`config.mk`:
```
export PLATFORM = sky130hd
export DESIGN_NAME = t_pulse_debounce
export DESIGN_NICKNAME = d
export VERILOG_FILES = /design/src/rtl/t_pulse_pkg.sv /design/src/rtl/t_pulse_debounce_sync_chain.sv /design/src/rtl/t_pulse_debounce.sv
export SDC_FILE = /design/constraint.sdc
export NUM_CORES = 1
export LEC_CHECK = 0
export CAP_MARGIN = 20
export CORE_AREA = 5 5 42 44
export CTS_BUF_LIST = sky130_fd_sc_hd__clkbuf_4
export DETAILED_ROUTE_END_ITERATION = 16
export DIE_AREA = 0 0 47 49
export PLACE_DENSITY_LB_ADDON = 0.2
export SYNTH_ARGS = -nofsm -noshare
export SYNTH_HDL_FRONTEND = slang
export SYNTH_SLANG_ARGS = --single-unit
```
`constraint.sdc`:
```
create_clock -name clk -period 2.3 [get_ports clk]
set_clock_uncertainty 0.2 [all_clocks]
set_input_delay 0.46 -clock clk [delete_from_list [all_inputs] [get_ports clk]]
set_output_delay 0.46 -clock clk [all_outputs]
set_load 0.03 [all_outputs]
```
`src/rtl/t_pulse_pkg.sv`:
```
// ----------------------------------------------------------------------------
// t_pulse_pkg
//   Shared types and default parameters for the push-button debouncer that
//   feeds the T flip-flop's toggle input.
//   Contents:
//     tpd_state_t        debounce FSM state encoding
//     SYNC_STAGES_DEF    default synchroniser depth
//     DB_CYCLES_DEF      default number of equal samples to accept a change
//     REPEAT_CYCLES_DEF  default auto-repeat period (T_AUTO_REPEAT_EN builds)
// ----------------------------------------------------------------------------
package t_pulse_pkg;

  typedef enum logic [1:0] {
    IDLE       = 2'd0,
    CONFIRM_HI = 2'd1,
    HELD       = 2'd2,
    CONFIRM_LO = 2'd3
  } tpd_state_t;

  localparam int SYNC_STAGES_DEF   = 2;
  localparam int DB_CYCLES_DEF     = 4;
  localparam int REPEAT_CYCLES_DEF = 8;

endpackage

```
`src/rtl/t_pulse_debounce_sync_chain.sv`:
```
// ----------------------------------------------------------------------------
// sync_chain
//   Multi-flop synchroniser that brings an asynchronous level into the clk
//   domain. All stages reset to 0.
//   Ports:
//     clk  in   clock
//     rst  in   asynchronous active-high reset
//     d    in   asynchronous input level
//     q    out  synchronised level (last stage)
// ----------------------------------------------------------------------------
module sync_chain #(
  parameter int STAGES = 2
) (
  input  logic clk,
  input  logic rst,
  input  logic d,
  output logic q
);

  logic [STAGES-1:0] ff;

  // NOTE: clocked state is always written with <= so every flop samples the
  // pre-edge value of its neighbour; blocking writes here would collapse the
  // chain into a single stage.
  always_ff @(posedge clk or posedge rst) begin
    if (rst) begin
      ff <= '0;
    end else begin
      ff <= {ff[STAGES-2:0], d};
    end
  end

  assign q = ff[STAGES-1];

endmodule

```
`src/rtl/t_pulse_debounce.sv`:
```
// ----------------------------------------------------------------------------
// t_pulse_debounce
//   Turns a raw, bouncy push-button into clean single-cycle toggle requests
//   for the downstream T flip-flop (t_out drives its t input on the same clk).
//   The input is synchronised, then a confirm-counter FSM requires DB_CYCLES
//   consecutive equal samples before accepting a level change.
//   Ports:
//     clk        in   clock, all flops on posedge
//     rst        in   asynchronous active-high reset
//     btn_in     in   raw button level, asynchronous, may bounce
//     t_out      out  registered toggle request, 1 cycle per accepted press
//     btn_level  out  registered debounced button level
//   Build option:
//     T_AUTO_REPEAT_EN  when defined, t_out also pulses every REPEAT_CYCLES
//                       cycles while the button stays held.
// ----------------------------------------------------------------------------
module t_pulse_debounce
  import t_pulse_pkg::*;
#(
  parameter int SYNC_STAGES   = SYNC_STAGES_DEF,
  parameter int DB_CYCLES     = DB_CYCLES_DEF,
  parameter int REPEAT_CYCLES = REPEAT_CYCLES_DEF
) (
  input  logic clk,
  input  logic rst,
  input  logic btn_in,
  output logic t_out,
  output logic btn_level
);

  if (SYNC_STAGES < 2) begin : g_bad_sync
    $error("SYNC_STAGES must be >= 2");
  end
  if (DB_CYCLES < 1) begin : g_bad_db
    $error("DB_CYCLES must be >= 1");
  end
  if (REPEAT_CYCLES < 2) begin : g_bad_rpt
    $error("REPEAT_CYCLES must be >= 2");
  end

  localparam int DBW = $clog2(DB_CYCLES + 1);
  localparam logic [DBW-1:0] DB_LAST = DBW'(DB_CYCLES - 1);
  localparam logic [DBW-1:0] DB_MAX  = DBW'(DB_CYCLES);
  localparam logic [DBW-1:0] DB_ONE  = DBW'(1);

  tpd_state_t     state, state_d;
  logic [DBW-1:0] db_cnt, db_cnt_d, db_inc;
  logic           t_out_d, btn_level_d;
  logic           sync_q;

`ifdef T_AUTO_REPEAT_EN
  localparam int RW = $clog2(REPEAT_CYCLES);
  localparam logic [RW-1:0] RPT_LAST = RW'(REPEAT_CYCLES - 1);
  logic [RW-1:0] rpt_cnt, rpt_cnt_d;
`endif

  sync_chain #(.STAGES(SYNC_STAGES)) u_sync (
    .clk (clk),
    .rst (rst),
    .d   (btn_in),
    .q   (sync_q)
  );

  // Saturating increment: the counter parks at DB_CYCLES instead of wrapping.
  always_comb begin
    db_inc = (db_cnt == DB_MAX) ? db_cnt : db_cnt + DB_ONE;
  end

  // NOTE: every signal written here gets a default before the case, so no
  // path leaves one unassigned and no latch is inferred.
  always_comb begin
    state_d     = state;
    db_cnt_d    = db_cnt;
    t_out_d     = 1'b0;
    btn_level_d = btn_level;
`ifdef T_AUTO_REPEAT_EN
    rpt_cnt_d   = rpt_cnt;
`endif
    unique case (state)
      IDLE: begin
        if (sync_q) begin
          if (DB_CYCLES == 1) begin
            // Single-sample debounce: accept the press right away.
            state_d     = HELD;
            db_cnt_d    = '0;
            t_out_d     = 1'b1;
            btn_level_d = 1'b1;
`ifdef T_AUTO_REPEAT_EN
            rpt_cnt_d   = '0;
`endif
          end else begin
            state_d  = CONFIRM_HI;
            db_cnt_d = DB_ONE;
          end
        end
      end
      CONFIRM_HI: begin
        if (!sync_q) begin
          state_d  = IDLE;
          db_cnt_d = '0;
        end else if (db_cnt == DB_LAST) begin
          state_d     = HELD;
          db_cnt_d    = '0;
          t_out_d     = 1'b1;
          btn_level_d = 1'b1;
`ifdef T_AUTO_REPEAT_EN
          rpt_cnt_d   = '0;
`endif
        end else begin
          db_cnt_d = db_inc;
        end
      end
      HELD: begin
`ifdef T_AUTO_REPEAT_EN
        // Entry pulse was emitted on the way in; the next one lands after
        // REPEAT_CYCLES cycles spent here.
        if (rpt_cnt == RPT_LAST) begin
          t_out_d   = 1'b1;
          rpt_cnt_d = '0;
        end else begin
          rpt_cnt_d = rpt_cnt + RW'(1);
        end
`endif
        if (!sync_q) begin
          if (DB_CYCLES == 1) begin
            state_d     = IDLE;
            db_cnt_d    = '0;
            btn_level_d = 1'b0;
`ifdef T_AUTO_REPEAT_EN
            rpt_cnt_d   = '0;
`endif
          end else begin
            state_d  = CONFIRM_LO;
            db_cnt_d = DB_ONE;
          end
        end
      end
      CONFIRM_LO: begin
        // rpt_cnt is frozen here, so a bounce back to HELD keeps the phase.
        if (sync_q) begin
          state_d  = HELD;
          db_cnt_d = '0;
        end else if (db_cnt == DB_LAST) begin
          state_d     = IDLE;
          db_cnt_d    = '0;
          btn_level_d = 1'b0;
`ifdef T_AUTO_REPEAT_EN
          rpt_cnt_d   = '0;
`endif
        end else begin
          db_cnt_d = db_inc;
        end
      end
      default: begin
        state_d  = IDLE;
        db_cnt_d = '0;
      end
    endcase
  end

  always_ff @(posedge clk or posedge rst) begin
    if (rst) begin
      state     <= IDLE;
      db_cnt    <= '0;
      t_out     <= 1'b0;
      btn_level <= 1'b0;
`ifdef T_AUTO_REPEAT_EN
      rpt_cnt   <= '0;
`endif
    end else begin
      state     <= state_d;
      db_cnt    <= db_cnt_d;
      t_out     <= t_out_d;
      btn_level <= btn_level_d;
`ifdef T_AUTO_REPEAT_EN
      rpt_cnt   <= rpt_cnt_d;
`endif
    end
  end

endmodule

```
Yosys cells after proc, flatten, opt, wreduce, memory -nomap -nowiden
Index checks and enable logic that the tools add are counted.
- magnitude comparators: 0
- $add $sub $neg: 1
- bitwise logic cells: 0
- $mul: 0
- equality and inequality tests: 13
- div/mod/pow operators: 0
- shifts and indexed selects: 0
- reduce and logical (&&, ||, !) cells: 5
- mux-type cells: 22
- operators by type and width (cell ; count):
    $mux 3 ; 6
    $mux 2 ; 6
    $pmux 3 s4 ; 1
    $ne 2x2->1 const B ; 4
    $pmux 2 s4 ; 1
    $mux 1 ; 7
    $reduce_and 5->1 ; 1
    $eq 2x2->1 const B ; 2
    $ne 2x1->1 const B ; 2
    $reduce_and 4->1 ; 1
    $add 3x1->3 const B ; 1
    $eq 3x2->1 const B ; 1
    $eq 3x3->1 const B ; 1
    $ne 3x2->1 const B ; 1
    $ne 3x3->1 const B ; 1
    $eq 2x1->1 const B ; 1
    $logic_not 2->1 ; 1
    $pmux 1 s2 ; 1
    $reduce_and 2->1 ; 1
    $reduce_bool 2->1 ; 1
- memory bits (writable): 0
- output and inout bits: 2
- bits in read-only memories: 0
- word-level logic and storage cells: 46
- latch bits: 0
- memories kept: 0
- flip-flop bits (word level): 9

Depth between registers and ports, before layout
- word-level depth: 5
- depth in mapped cells: 5
- mapped depth without buffers: 5

Hierarchy
From an unflattened synthesis, not the netlist that was laid out.
- cell total of the unflattened synthesis: 37
- area, all modules: 451.7 sq um
- by module, submodules not included (module ; cells each ; times used ; area each (sq um)):
    t_pulse_debounce ; 34 ; 1 ; 397.9
    sync_chain ; 3 ; 1 ; 53.8

Least setup slack after synthesis
OpenSTA, ideal clock, no wires.
- path kind: reg2reg
- start point: reg db_cnt[0]
- end point: reg db_cnt[2]
- setup time: 0.066 ns
- data arrival time: 1.262 ns
- setup slack: 0.772 ns
- cell stages (with the launch flop): 5
- buffers on the path: 0
- period minus slack after synthesis: 1.528 ns
- path through: dfrtp_1 -> ha_1 -> ha_1 -> a2111oi_2 -> a31o_1
- longest elaborated chain between the ends: 5
- elaborated cells between the ends (all ways): 8
- RTL lines (what ; RTL line ; RTL):
    start, declared ; t_pulse_debounce.sv:47 ; logic [DBW-1:0] db_cnt, db_cnt_d, db_inc;
    start signal, assigned ; t_pulse_debounce.sv:172 ; db_cnt <= db_cnt_d;
    $add 3x1->3 / $eq 3x3->1 (equally long branches) ; t_pulse_debounce.sv:66 ; db_inc = (db_cnt == DB_MAX) ? db_cnt : db_cnt + DB_ONE;
    $mux 3 ; t_pulse_debounce.sv:66 ;
    $mux 3 * ; t_pulse_debounce.sv:101, t_pulse_debounce.sv:143 ;
    $mux 3, on equally long branches ; t_pulse_debounce.sv:140, t_pulse_debounce.sv:98 ;
    $pmux 3 s4 * ; t_pulse_debounce.sv:79 ; unique case (state)
Every way passes the cells marked *; elsewhere a longest branch is shown, timed or not.
A chain may end at the register's enable or synchronous reset.

Worst setup path in the final report
- start point: reg btn_level
- end point: out btn_level
- RTL lines (what ; RTL line ; RTL):
    start, declared ; t_pulse_debounce.sv:28 ; output logic btn_level
    start signal, assigned ; t_pulse_debounce.sv:174 ; btn_level <= btn_level_d;
No word-level cell between the ends.

==> metrics <==
antenna cells 0; Final Critical Period between 1.5 and 2 ns; post-CTS setup buffer count 0; die area 2300 sq um; Layout area overhead 22.2%; prevailing post-synth register cell dfrtp_1; site row count 14; DR vias/cell 4.45; Critical-path top delay cell clkdlybuf4s50_1; WP buf/inv 1; Final #Nets 51; Startpoint Class flip-flop; Fill cells 152; final WL 599 um; Root Buffer clkbuf_4; LEAKAGE 0.232 nW; worst slew pin tran 0.347 ns; most instantiated library cell after synthesis dfrtp_1; port bufs 4; Ys Warns 0; Inst Count DP 56; most frequent cells after synthesis 9 x dfrtp_1, 6 x inv_1, 5 x nand2_1; kind of path behind the tightest hold check reg2reg; global-route wire length before repair ~1100 um; Tcrit/Tclk final 0.834; io pins 5; register area share after synthesis 0.556; pwr/cell area 1180 nW/um^2; DR vias around 270; PnR Total Power 585 uW; die height about 49 um; post-layout instance area 495 sq um; Clock Sinks 9; Cell Area, Placed around 470 sq um; Final WS setup 0.381 ns; CTS tree yes; Max clock buf depth 2; Mapped Nets 42; Total GRT Usage 0.0640; DRC violations left 0; relative slew slack 0.768; final setup fails 0; Clk pin slew, worst setup/hold paths about 0.06 ns; delay-heaviest family, CP buffers and inverters; Slew Viols, Final 0; layout cell share with drive strength beyond 1 0.159; CP arrival approximately 1.3 ns; top cell type's share of synthesized area 0.556; Die X around 47 um; RePlAce Congestion 0.675; Initial Util 0.289; Seq cells post-synth 9; synthesized area per cell 11.3 sq um; Hold WS 0.157 ns; Mapped Cells 36; vias in the first global route 271; H-tree depth 1; CP Cell Sequence clkdlybuf4s50_1; CTS Buf Count 3; Setup Total Neg Slack 0 ns; fin cells 60; Core Box Area 1400 sq um; EDFF count, synth 0; largest net degree at the start of global routing 10; cell area after synthesis roughly 400 sq um; iteration-0 DRC count of the detailed router 1; Max stage delay on crit path 0.67 ns; Max IR drop VDD around 0.46 mV; crit path capture type output port; Routed Antenna Nets 0; Crit Path Max Fanout 2; clock latency on the worst-skew pair approximately 0.25 ns; Worst Path Required ~1.6 ns; ranking of synthesized cells by area dfrtp_1 56%, ha_1 9.3%, inv_1 5.6%; unrepaired setup endpoints after global routing false; critical path class reg2out; final core occ 0.354; initial antenna violation count 0; First-pass DRT Iterations 2; Synth async-reset ratio 1.00; PostCTS Resize Cnt 0; # hold bufs at CTS 0; Yosys cell types 14; Final Hold Fails 0; fmax between 0.5 and 0.6 GHz; status finished clean; gr ovfl total 0; MaxCap Viol Count 0; Yosys top cell by area dfrtp_1; worst slack at placement 0.639 ns; WL/cell 9.98 um
==> where the power goes <==
part | switching [mW] | internal [mW]
combinational | 0.110 | 0.0943
clock | 0.0483 | 0.0782
sequential | 0.0473 | 0.208
==> cell usage in the layout (no fill, tap or decap) <==
| master | instances |
|---|---|
| a21oi_1 | 1 |
| a31o_1 | 1 |
| clkbuf_4 | 4 |
| dfrtp_1 | 9 |
| xnor2_2 | 1 |
| xnor2_1 | 1 |
| a21o_2 | 1 |
| inv_1 | 6 |
| o31ai_1 | 2 |
| nand2_1 | 5 |
| a2111oi_2 | 1 |
| clkdlybuf4s50_1 | 4 |
| nand3_1 | 2 |
| nor2_1 | 1 |
| ha_1 | 3 |
| o21ai_0 | 2 |
==> layer usage <==
metal  track usage  routed length (um)  vias to the layer above
met5             0                   0                        -
met4        0.0276                   0                        0
met3        0.0221                  25                        0
met2         0.113                 333                        3
met1        0.0635                 241                      126
li1              -                   -                      138
==> cells by family (layout without fill, tap and decap cells) <==
logic type	Yosys count	after routing	synth area share
flops	9	9	0.556
compound gates	8	8	0.154
fa+ha+maj	3	3	0.0926
xor+xnor	2	2	0.0617
buf+inv	6	14	0.0556
simple gates	8	8	0.0802
==> final cells by class <==
type                            instances  area, sq um  area share
Clock buffer                            4         30.0      0.0606
Inverter                                6         22.5      0.0455
Multi-Input combinational cell         21          158       0.318
Sequential cell                         9          225       0.455
Tap cell                               16         20.0      0.0404
Timing Repair Buffer                    4         40.0      0.0808
==> worst paths after layout <==
check                                   from  slack [ns]           end  depth (start not counted)
worst max-delay path               btn_level        0.38     btn_level                          1
worst min-delay path            u_sync.ff[0]        0.16  u_sync.ff[1]                          0
worst max register to register     db_cnt[0]        0.69     db_cnt[2]                          4
worst min register to register  u_sync.ff[0]        0.16  u_sync.ff[1]                          0
max in group asynchronous                rst        1.38     db_cnt[2]                          2
min in group asynchronous                rst        0.27     async pin                          2
Note: power is estimated with default switching activity, not from simulation.
